### config.mk
export PLATFORM = sky130hd
export DESIGN_NAME = mult
export DESIGN_NICKNAME = d
export VERILOG_FILES = /design/src/rtl/mult_pkg.sv /design/src/rtl/mult_pp_row.sv /design/src/rtl/mult.sv
export SDC_FILE = /design/constraint.sdc
export NUM_CORES = 1
export LEC_CHECK = 0
export CAP_MARGIN = 20
export CORE_ASPECT_RATIO = 1.75
export CORE_MARGIN = 2
export CORE_UTILIZATION = 55
export CTS_BUF_LIST = sky130_fd_sc_hd__clkbuf_4
export DETAILED_ROUTE_END_ITERATION = 8
export PLACE_DENSITY = 0.87
export SYNTH_ARGS = -nofsm -noshare
export SYNTH_HDL_FRONTEND = slang
export SYNTH_SLANG_ARGS = --single-unit
### constraint.sdc
create_clock -name clk -period 38.6 [get_ports clk]
set_input_delay 7.72 -clock clk [delete_from_list [all_inputs] [get_ports clk]]
set_output_delay 7.72 -clock clk [all_outputs]
set_load 0.005 [all_outputs]
### src/rtl/mult_pkg.sv
// Shared constants for the shift-and-add multiplier: default operand width
// and the product-width rule.
package mult_pkg;
   localparam int WIDTH_DEF = 8;

   function automatic int prod_w(input int w);
      return 2 * w;
   endfunction
endpackage

### src/rtl/mult_pp_row.sv
// One multiplier row: gates a by b_bit, shifts it by SHIFT and ripple-adds it
// onto the running accumulator through an explicit full-adder chain.
module mult_pp_row
   import mult_pkg::*;
#(
   parameter int WIDTH = WIDTH_DEF,
   parameter int SHIFT = 0
) (
   input  logic [prod_w(WIDTH)-1:0] acc_in,
   input  logic [WIDTH-1:0]         a,
   input  logic                     b_bit,
   output logic [prod_w(WIDTH)-1:0] acc_out
);
   localparam int PW = prod_w(WIDTH);

   logic [PW-1:0] w_pp;
   logic [PW-1:0] w_c;

   assign w_pp   = PW'({WIDTH{b_bit}} & a) << SHIFT;
   assign w_c[0] = 1'b0;

   // The carry out of the top bit is never built: the full product fits in PW bits.
   for (genvar i = 0; i < PW; i++) begin : g_fa
      assign acc_out[i] = acc_in[i] ^ w_pp[i] ^ w_c[i];
      if (i < PW - 1) begin : g_cy
         assign w_c[i+1] = (acc_in[i] & w_pp[i]) | (w_c[i] & (acc_in[i] ^ w_pp[i]));
      end
   end
endmodule

### src/rtl/mult.sv
// Unsigned WIDTH x WIDTH array multiplier: combinational product on x and a
// one-cycle registered copy on x_q.
module mult
   import mult_pkg::*;
#(
   parameter int WIDTH = WIDTH_DEF
) (
   input  logic                     clk,
   input  logic                     rst,
   input  logic [WIDTH-1:0]         a,
   input  logic [WIDTH-1:0]         b,
   output logic [prod_w(WIDTH)-1:0] x,
   output logic [prod_w(WIDTH)-1:0] x_q
);
   localparam int PW = prod_w(WIDTH);

   logic [WIDTH:0][PW-1:0] w_acc;
   logic [PW-1:0]          r_x_q;

   assign w_acc[0] = '0;

   for (genvar i = 0; i < WIDTH; i++) begin : g_row
      mult_pp_row #(
         .WIDTH (WIDTH),
         .SHIFT (i)
      ) u_row (
         .acc_in  (w_acc[i]),
         .a       (a),
         .b_bit   (b[i]),
         .acc_out (w_acc[i+1])
      );
   end

   assign x = w_acc[WIDTH];

   always_ff @(posedge clk) begin
      if (rst) r_x_q <= '0;
      else     r_x_q <= x;
   end

   assign x_q = r_x_q;
endmodule

======== Yosys cells after proc, flatten, opt, wreduce, memory -nomap -nowiden ========
Index checks and enable logic that the tools add are counted.
storage, ports and cells
  word-level logic and storage cells ...... 387
  bits of input ports ..................... 18
  register bits ........................... 16
  output and inout bits ................... 32
cells by class
  bitwise operators ....................... 386
operator list
  kind                                      count
  1-bit bitwise XOR                         132
  1-bit AND                                 125
  1-bit OR                                  70
  8-bit AND                                 8
  1-bit bitwise XOR, second input constant  21
  1-bit AND, second input constant          15
  1-bit bitwise XOR, both inputs constant   7
  1-bit AND, both inputs constant           6
  1-bit AND, first input constant           1
  1-bit bitwise XOR, first input constant   1

======== Depth between registers and ports, before layout ========
  depth after elaboration ................. 41
  mapped depth ............................ 27
  depth with buffers taken out ............ 27

======== Modules after synthesis ========
A second synthesis with hierarchy kept.
unflattened totals
  cells, all modules ...................... 261
  area, all modules ....................... 2829.0 um^2
modules (own cells, without submodules)
  module                         times used  cells each  sequential area each (um^2)  area each (um^2)
  mult                           1           34          320.3                        467.9
  mult_pp_row at g_row[0].u_row  1           28          0.0                          311.5
  mult_pp_row at g_row[1].u_row  1           28          0.0                          306.5
  mult_pp_row at g_row[2].u_row  1           28          0.0                          301.5
  mult_pp_row at g_row[3].u_row  1           28          0.0                          296.5
  mult_pp_row at g_row[4].u_row  1           28          0.0                          291.5
  mult_pp_row at g_row[5].u_row  1           28          0.0                          286.5
  mult_pp_row at g_row[7].u_row  1           31          0.0                          285.3
  mult_pp_row at g_row[6].u_row  1           28          0.0                          281.5

======== Worst setup path after synthesis ========
No wires, ideal clock.
  path kind ............................... input to output
  start ................................... input port a[1]
  end ..................................... output port x[14]
  arrival ................................. 16.390 ns
  data required time ...................... 30.880 ns
  stages .................................. 25
  path slack .............................. 14.490 ns
  path through ............................ and2_1 ha_1 inv_1 fa_1 fa_1 inv_1 fa_1 fa_1 fa_1 fa_1 fa_1 fa_1 fa_1 fa_1 fa_1 fa_1 fa_1 fa_1 fa_1 fa_1 fa_1 inv_1 fa_1 fa_1 inv_1
between the ends
  cells in the longest elaborated chain, start to end .. 39
  elaborated cells between the ends (all ways) .. 315
  those cells by class .................... bitwise: 315
ends and longest elaborated chain
  element                                          line                                  RTL
  from (decl)                                      mult.sv:10                            input logic [WIDTH-1:0] a,
  8-bit AND                                        mult_pp_row.sv:19                     assign w_pp = PW'({WIDTH{b_bit}} & a) << SHIFT;
  1-bit AND or 1-bit bitwise XOR (tied branches)   mult_pp_row.sv:26, mult_pp_row.sv:24
  1-bit AND                                        mult_pp_row.sv:26                     assign w_c[i+1] = (acc_in[i] & w_pp[i]) | (w_c[i] & (acc_in[i] ^ w_pp[i]));
  1-bit OR                                         mult_pp_row.sv:26
  1-bit AND or 1-bit bitwise XOR (tied branches)   mult_pp_row.sv:26, mult_pp_row.sv:24
  1-bit OR or 1-bit bitwise XOR (tied branches)    mult_pp_row.sv:26, mult_pp_row.sv:24
  1-bit AND or 1-bit bitwise XOR (tied branches)   mult_pp_row.sv:26, mult_pp_row.sv:24
  1-bit OR or 1-bit bitwise XOR (tied branches)    mult_pp_row.sv:26, mult_pp_row.sv:24
  [... 23 more ...]                                -
  1-bit bitwise XOR, or another cell as far along  mult_pp_row.sv:24                     assign acc_out[i] = acc_in[i] ^ w_pp[i] ^ w_c[i];
  1-bit bitwise XOR or 1-bit AND (tied branches)   mult_pp_row.sv:24, mult_pp_row.sv:26
  1-bit bitwise XOR, or another cell as far along  mult_pp_row.sv:24
  1-bit bitwise XOR or 1-bit AND (tied branches)   mult_pp_row.sv:24, mult_pp_row.sv:26
  1-bit bitwise XOR, or another cell as far along  mult_pp_row.sv:24
  1-bit bitwise XOR or 1-bit AND (tied branches)   mult_pp_row.sv:24, mult_pp_row.sv:26
  1-bit bitwise XOR or 1-bit OR (tied branches)    mult_pp_row.sv:24, mult_pp_row.sv:26
  1-bit bitwise XOR *                              mult_pp_row.sv:24
  to (decl)                                        mult.sv:12                            output logic [prod_w(WIDTH)-1:0] x,
Mark *: on every way between the ends. The rest lies on a longest branch, timed or not.

======== Worst setup path after layout ========
  start ................................... input port b[0]
  end ..................................... output port x[14]
between the ends
  cells in the longest elaborated chain, start to end .. 39
  elaborated cells between the ends (all ways) .. 318
  those cells by class .................... bitwise: 318
ends and longest elaborated chain
  element                                          line                                  RTL
  from (decl)                                      mult.sv:11                            input logic [WIDTH-1:0] b,
  8-bit AND *                                      mult_pp_row.sv:19
  1-bit AND or 1-bit bitwise XOR (tied branches)   mult_pp_row.sv:26, mult_pp_row.sv:24
  1-bit AND                                        mult_pp_row.sv:26
  1-bit OR                                         mult_pp_row.sv:26
  1-bit AND or 1-bit bitwise XOR (tied branches)   mult_pp_row.sv:26, mult_pp_row.sv:24
  1-bit OR or 1-bit bitwise XOR (tied branches)    mult_pp_row.sv:26, mult_pp_row.sv:24
  1-bit AND or 1-bit bitwise XOR (tied branches)   mult_pp_row.sv:26, mult_pp_row.sv:24
  1-bit OR or 1-bit bitwise XOR (tied branches)    mult_pp_row.sv:26, mult_pp_row.sv:24
  [... 23 more ...]                                -
  1-bit bitwise XOR, or another cell as far along  mult_pp_row.sv:24
  1-bit bitwise XOR or 1-bit AND (tied branches)   mult_pp_row.sv:24, mult_pp_row.sv:26
  1-bit bitwise XOR, or another cell as far along  mult_pp_row.sv:24
  1-bit bitwise XOR or 1-bit AND (tied branches)   mult_pp_row.sv:24, mult_pp_row.sv:26
  1-bit bitwise XOR, or another cell as far along  mult_pp_row.sv:24
  1-bit bitwise XOR or 1-bit AND (tied branches)   mult_pp_row.sv:24, mult_pp_row.sv:26
  1-bit bitwise XOR or 1-bit OR (tied branches)    mult_pp_row.sv:24, mult_pp_row.sv:26
  1-bit bitwise XOR *                              mult_pp_row.sv:24
Marks and branches as above.

==> key figures <==
Status
  – Run status: completed

Setup path
  – Maximum fanout along the worst path: 9
  – Arrival time of data at the critical path endpoint: 17.82 ns
  – Required time worst endpoint: 30.88 ns
  – Critical Path Start Type: input pin
  – Type of the worst setup path: input pin to output port
  – CP endpoint kind: output port

Synth
  – Synthesized flop and latch total: 16
  – Mean cell area of the mapped netlist: 10.8 um2
  – Yosys synthesis warning count: 0
  – Synthesized cell area: 1940 um2
  – Mapped Cells: 179
  – Post-synth net total: 253
  – Count of cell types in the netlist: 13
  – Post-synthesis sequential area ratio: 16.5%

GRT
  – Global-route wire length before repair: 5870 um
  – Number of antenna violations at the first check in global routing: 0
  – Total GRT Usage: 19.2%
  – Maximum number of pins on one net before global-route repair: 17
  – GRT overflow: 0
  – Number of global-route vias before repair: 1477

Layout
  – Antenna diode instance count: 0
  – Number of nets in the layout: 305
  – Number of flip-flops in the largest register: 16
  – Proportion of layout cells with a drive suffix above 1: 2.17%
  – Layout overhead on the synthesized area: 28.9%
  – Top library cells by usage in the layout, fill and taps aside: sky130_fd_sc_hd__clkdlybuf4s50_1 (49), sky130_fd_sc_hd__fa_1 (48), sky130_fd_sc_hd__and2_1 (47)
  – Most frequent standard cell in the layout excluding fill and tap cells: sky130_fd_sc_hd__clkdlybuf4s50_1
  – Count of placed standard cells in the final layout, fillers left out: 275

Floorplanning
  – Die Outline Area: 4030 um2
  – # rows: 28
  – Chip Height: 82.5 um
  – Core area: 3360 um2
  – Initial cell density of the core: 57.6%
  – Number of I/O pins: 50
  – Horizontal extent of the die: 48.9 um

Clock tree
  – # Post-CTS Setup Buffers: 0
  – Number of H-tree branching levels: 1
  – Quantity of hold-fixing buffers added after cts: 0
  – Buffers from clock root to sink, at most: 2
  – Clock Pin Slew Worst Setup and Hold Paths: 0.09 ns
  – Total of cells resized after clock tree synthesis: 0
  – Clock sink count: 16
  – Buffer type at the clock tree root: sky130_fd_sc_hd__clkbuf_4
  – Clock tree from TritonCTS: built
  – Inserted Clock Buffers: 3

Route
  – DRC marker count from the first detailed-route iteration: 13
  – Vias: 1339
  – Detailed-route wire length per cell: 11.9 um
  – Vias per inst: 4.87
  – Aggregate routed wire length: 3260 um
  – Post-route DRC violation count: 0
  – Iteration count of the initial detailed-routing pass: 4
  – Remaining antenna violation count: 0

STA
  – Post-route worst setup slack: 13.06 ns
  – Maximum operating frequency: 0.0392 GHz
  – Worst slew pin tran: 0.596 ns
  – Share of the cycle needed by the critical path after routing: 66.2%
  – Hold Violations, Final: 0
  – Final slew viol count: 0
  – Setup violators final: 0
  – Headroom to the max-slew limit: 60.1%
  – Min Tclk post-route: 25.54 ns
  – Unrepaired setup endpoints after global routing: no
  – Setup TNS: 0 ns

Placed design
  – Detailed placement HPWL: 3060 um
  – Setup slack after placement: 13.02 ns
  – Total instance count after detailed placement: 271
  – # port buffers: 49
  – Final Wtd Congestion: 0.731

Power and ir drop
  – Peak VDD IR: 0.116 mV
  – Standby leakage power: 0.00114 uW
  – Final Power: 223 uW
  – Power per unit of standard cell area: 89.2 nW/um2

Min path
  – Worst hold path depth: 2
  – Kind of path behind the tightest hold check: input pin to register

Run
  – Maximum Capacitance Violations: 0
[synth_stat cells]
library cell               n  area share [%]
sky130_fd_sc_hd__and3b_1   1            0.45
sky130_fd_sc_hd__dfxtp_1  16              17
sky130_fd_sc_hd__nor2_1    8             1.5
sky130_fd_sc_hd__fa_1     48              50
sky130_fd_sc_hd__ha_1      8             5.2
sky130_fd_sc_hd__nor2b_2   2            0.90
sky130_fd_sc_hd__buf_4     1            0.39
sky130_fd_sc_hd__nand2_1  17             3.3
sky130_fd_sc_hd__nor2b_1   1            0.32
sky130_fd_sc_hd__and2b_1   4             1.5
sky130_fd_sc_hd__and2_1   47              15
sky130_fd_sc_hd__inv_1    25             4.8
sky130_fd_sc_hd__buf_2     1            0.26
[critical path, stage by stage]
cell and delay [ns]:
sky130_fd_sc_hd__clkdlybuf4s50_1 0.62, sky130_fd_sc_hd__and2_1 0.18, sky130_fd_sc_hd__ha_1 0.16, sky130_fd_sc_hd__inv_1 0.06
sky130_fd_sc_hd__fa_1 0.38, sky130_fd_sc_hd__fa_1 0.50, sky130_fd_sc_hd__inv_1 0.06, sky130_fd_sc_hd__fa_1 0.43
sky130_fd_sc_hd__fa_1 0.39, sky130_fd_sc_hd__fa_1 0.39, sky130_fd_sc_hd__fa_1 0.48, sky130_fd_sc_hd__fa_1 0.45
sky130_fd_sc_hd__fa_1 0.39, sky130_fd_sc_hd__fa_1 0.39, sky130_fd_sc_hd__fa_1 0.40, sky130_fd_sc_hd__fa_1 0.51
sky130_fd_sc_hd__fa_1 0.53, sky130_fd_sc_hd__fa_1 0.45, sky130_fd_sc_hd__fa_1 0.49, sky130_fd_sc_hd__fa_1 0.44
sky130_fd_sc_hd__fa_1 0.39, sky130_fd_sc_hd__fa_1 0.49, sky130_fd_sc_hd__inv_1 0.05, sky130_fd_sc_hd__fa_1 0.43
sky130_fd_sc_hd__fa_1 0.46, sky130_fd_sc_hd__inv_1 0.07, sky130_fd_sc_hd__clkdlybuf4s50_1 0.49
[path summary, 6_finish.rpt]
kind  startpoint     end
max         b[0]   x[14]
min         a[0]  x_q[0]
[cell families (layout without fill, tap and decap cells)]
family	count (synthesis)	count (layout)	share of synthesized area (%)
adder cells (fa/ha/maj)	56	56	54.7
flip-flops	16	16	16.5
AND/OR/NAND/NOR	80	80	23.2
buffers and inverters	27	78	5.49
[metal layers]
metal | GRT usage [%] | routed length, um | vias up
met4 | 7.14 | 76 | 0
met5 | 0 | 0 | -
met2 | 43.3 | 2100 | 32
li1 | - | - | 622
met3 | 2.52 | 86 | 8
met1 | 15.9 | 997 | 677
[where the power goes]
| group | internal [uW] | switching (uW) |
|---|---|---|
| Combinational | 110 | 80.2 |
| Sequential | 22.6 | 1.14 |
| Clock | 3.74 | 5.31 |
| Total | 136 | 86.7 |
[cell type report]
class	count	area, um2
sequential	16	320
tap	45	56.3
inverter	25	93.8
timing repair buffer	49	490
clock buffer	3	22.5
multi-input combinational	136	1510
fill	261	865
clock inverter	1	3.75
[per-stage QoR]
| stage | instance area [um2] | utilization [%] | hold WS [ns] |
|---|---|---|---|
| after floorplan | 1940 | - | 7.79 |
| after global placement | 2470 | 73.5 | 8.42 |
| after detailed placement | 2470 | 73.5 | 8.42 |
| after CTS | 2500 | 74.3 | 8.22 |
| after global routing | 2500 | 74.3 | 8.23 |
| final | 2500 | 74.3 | 8.22 |
Note: power is estimated with default switching activity, not from simulation.
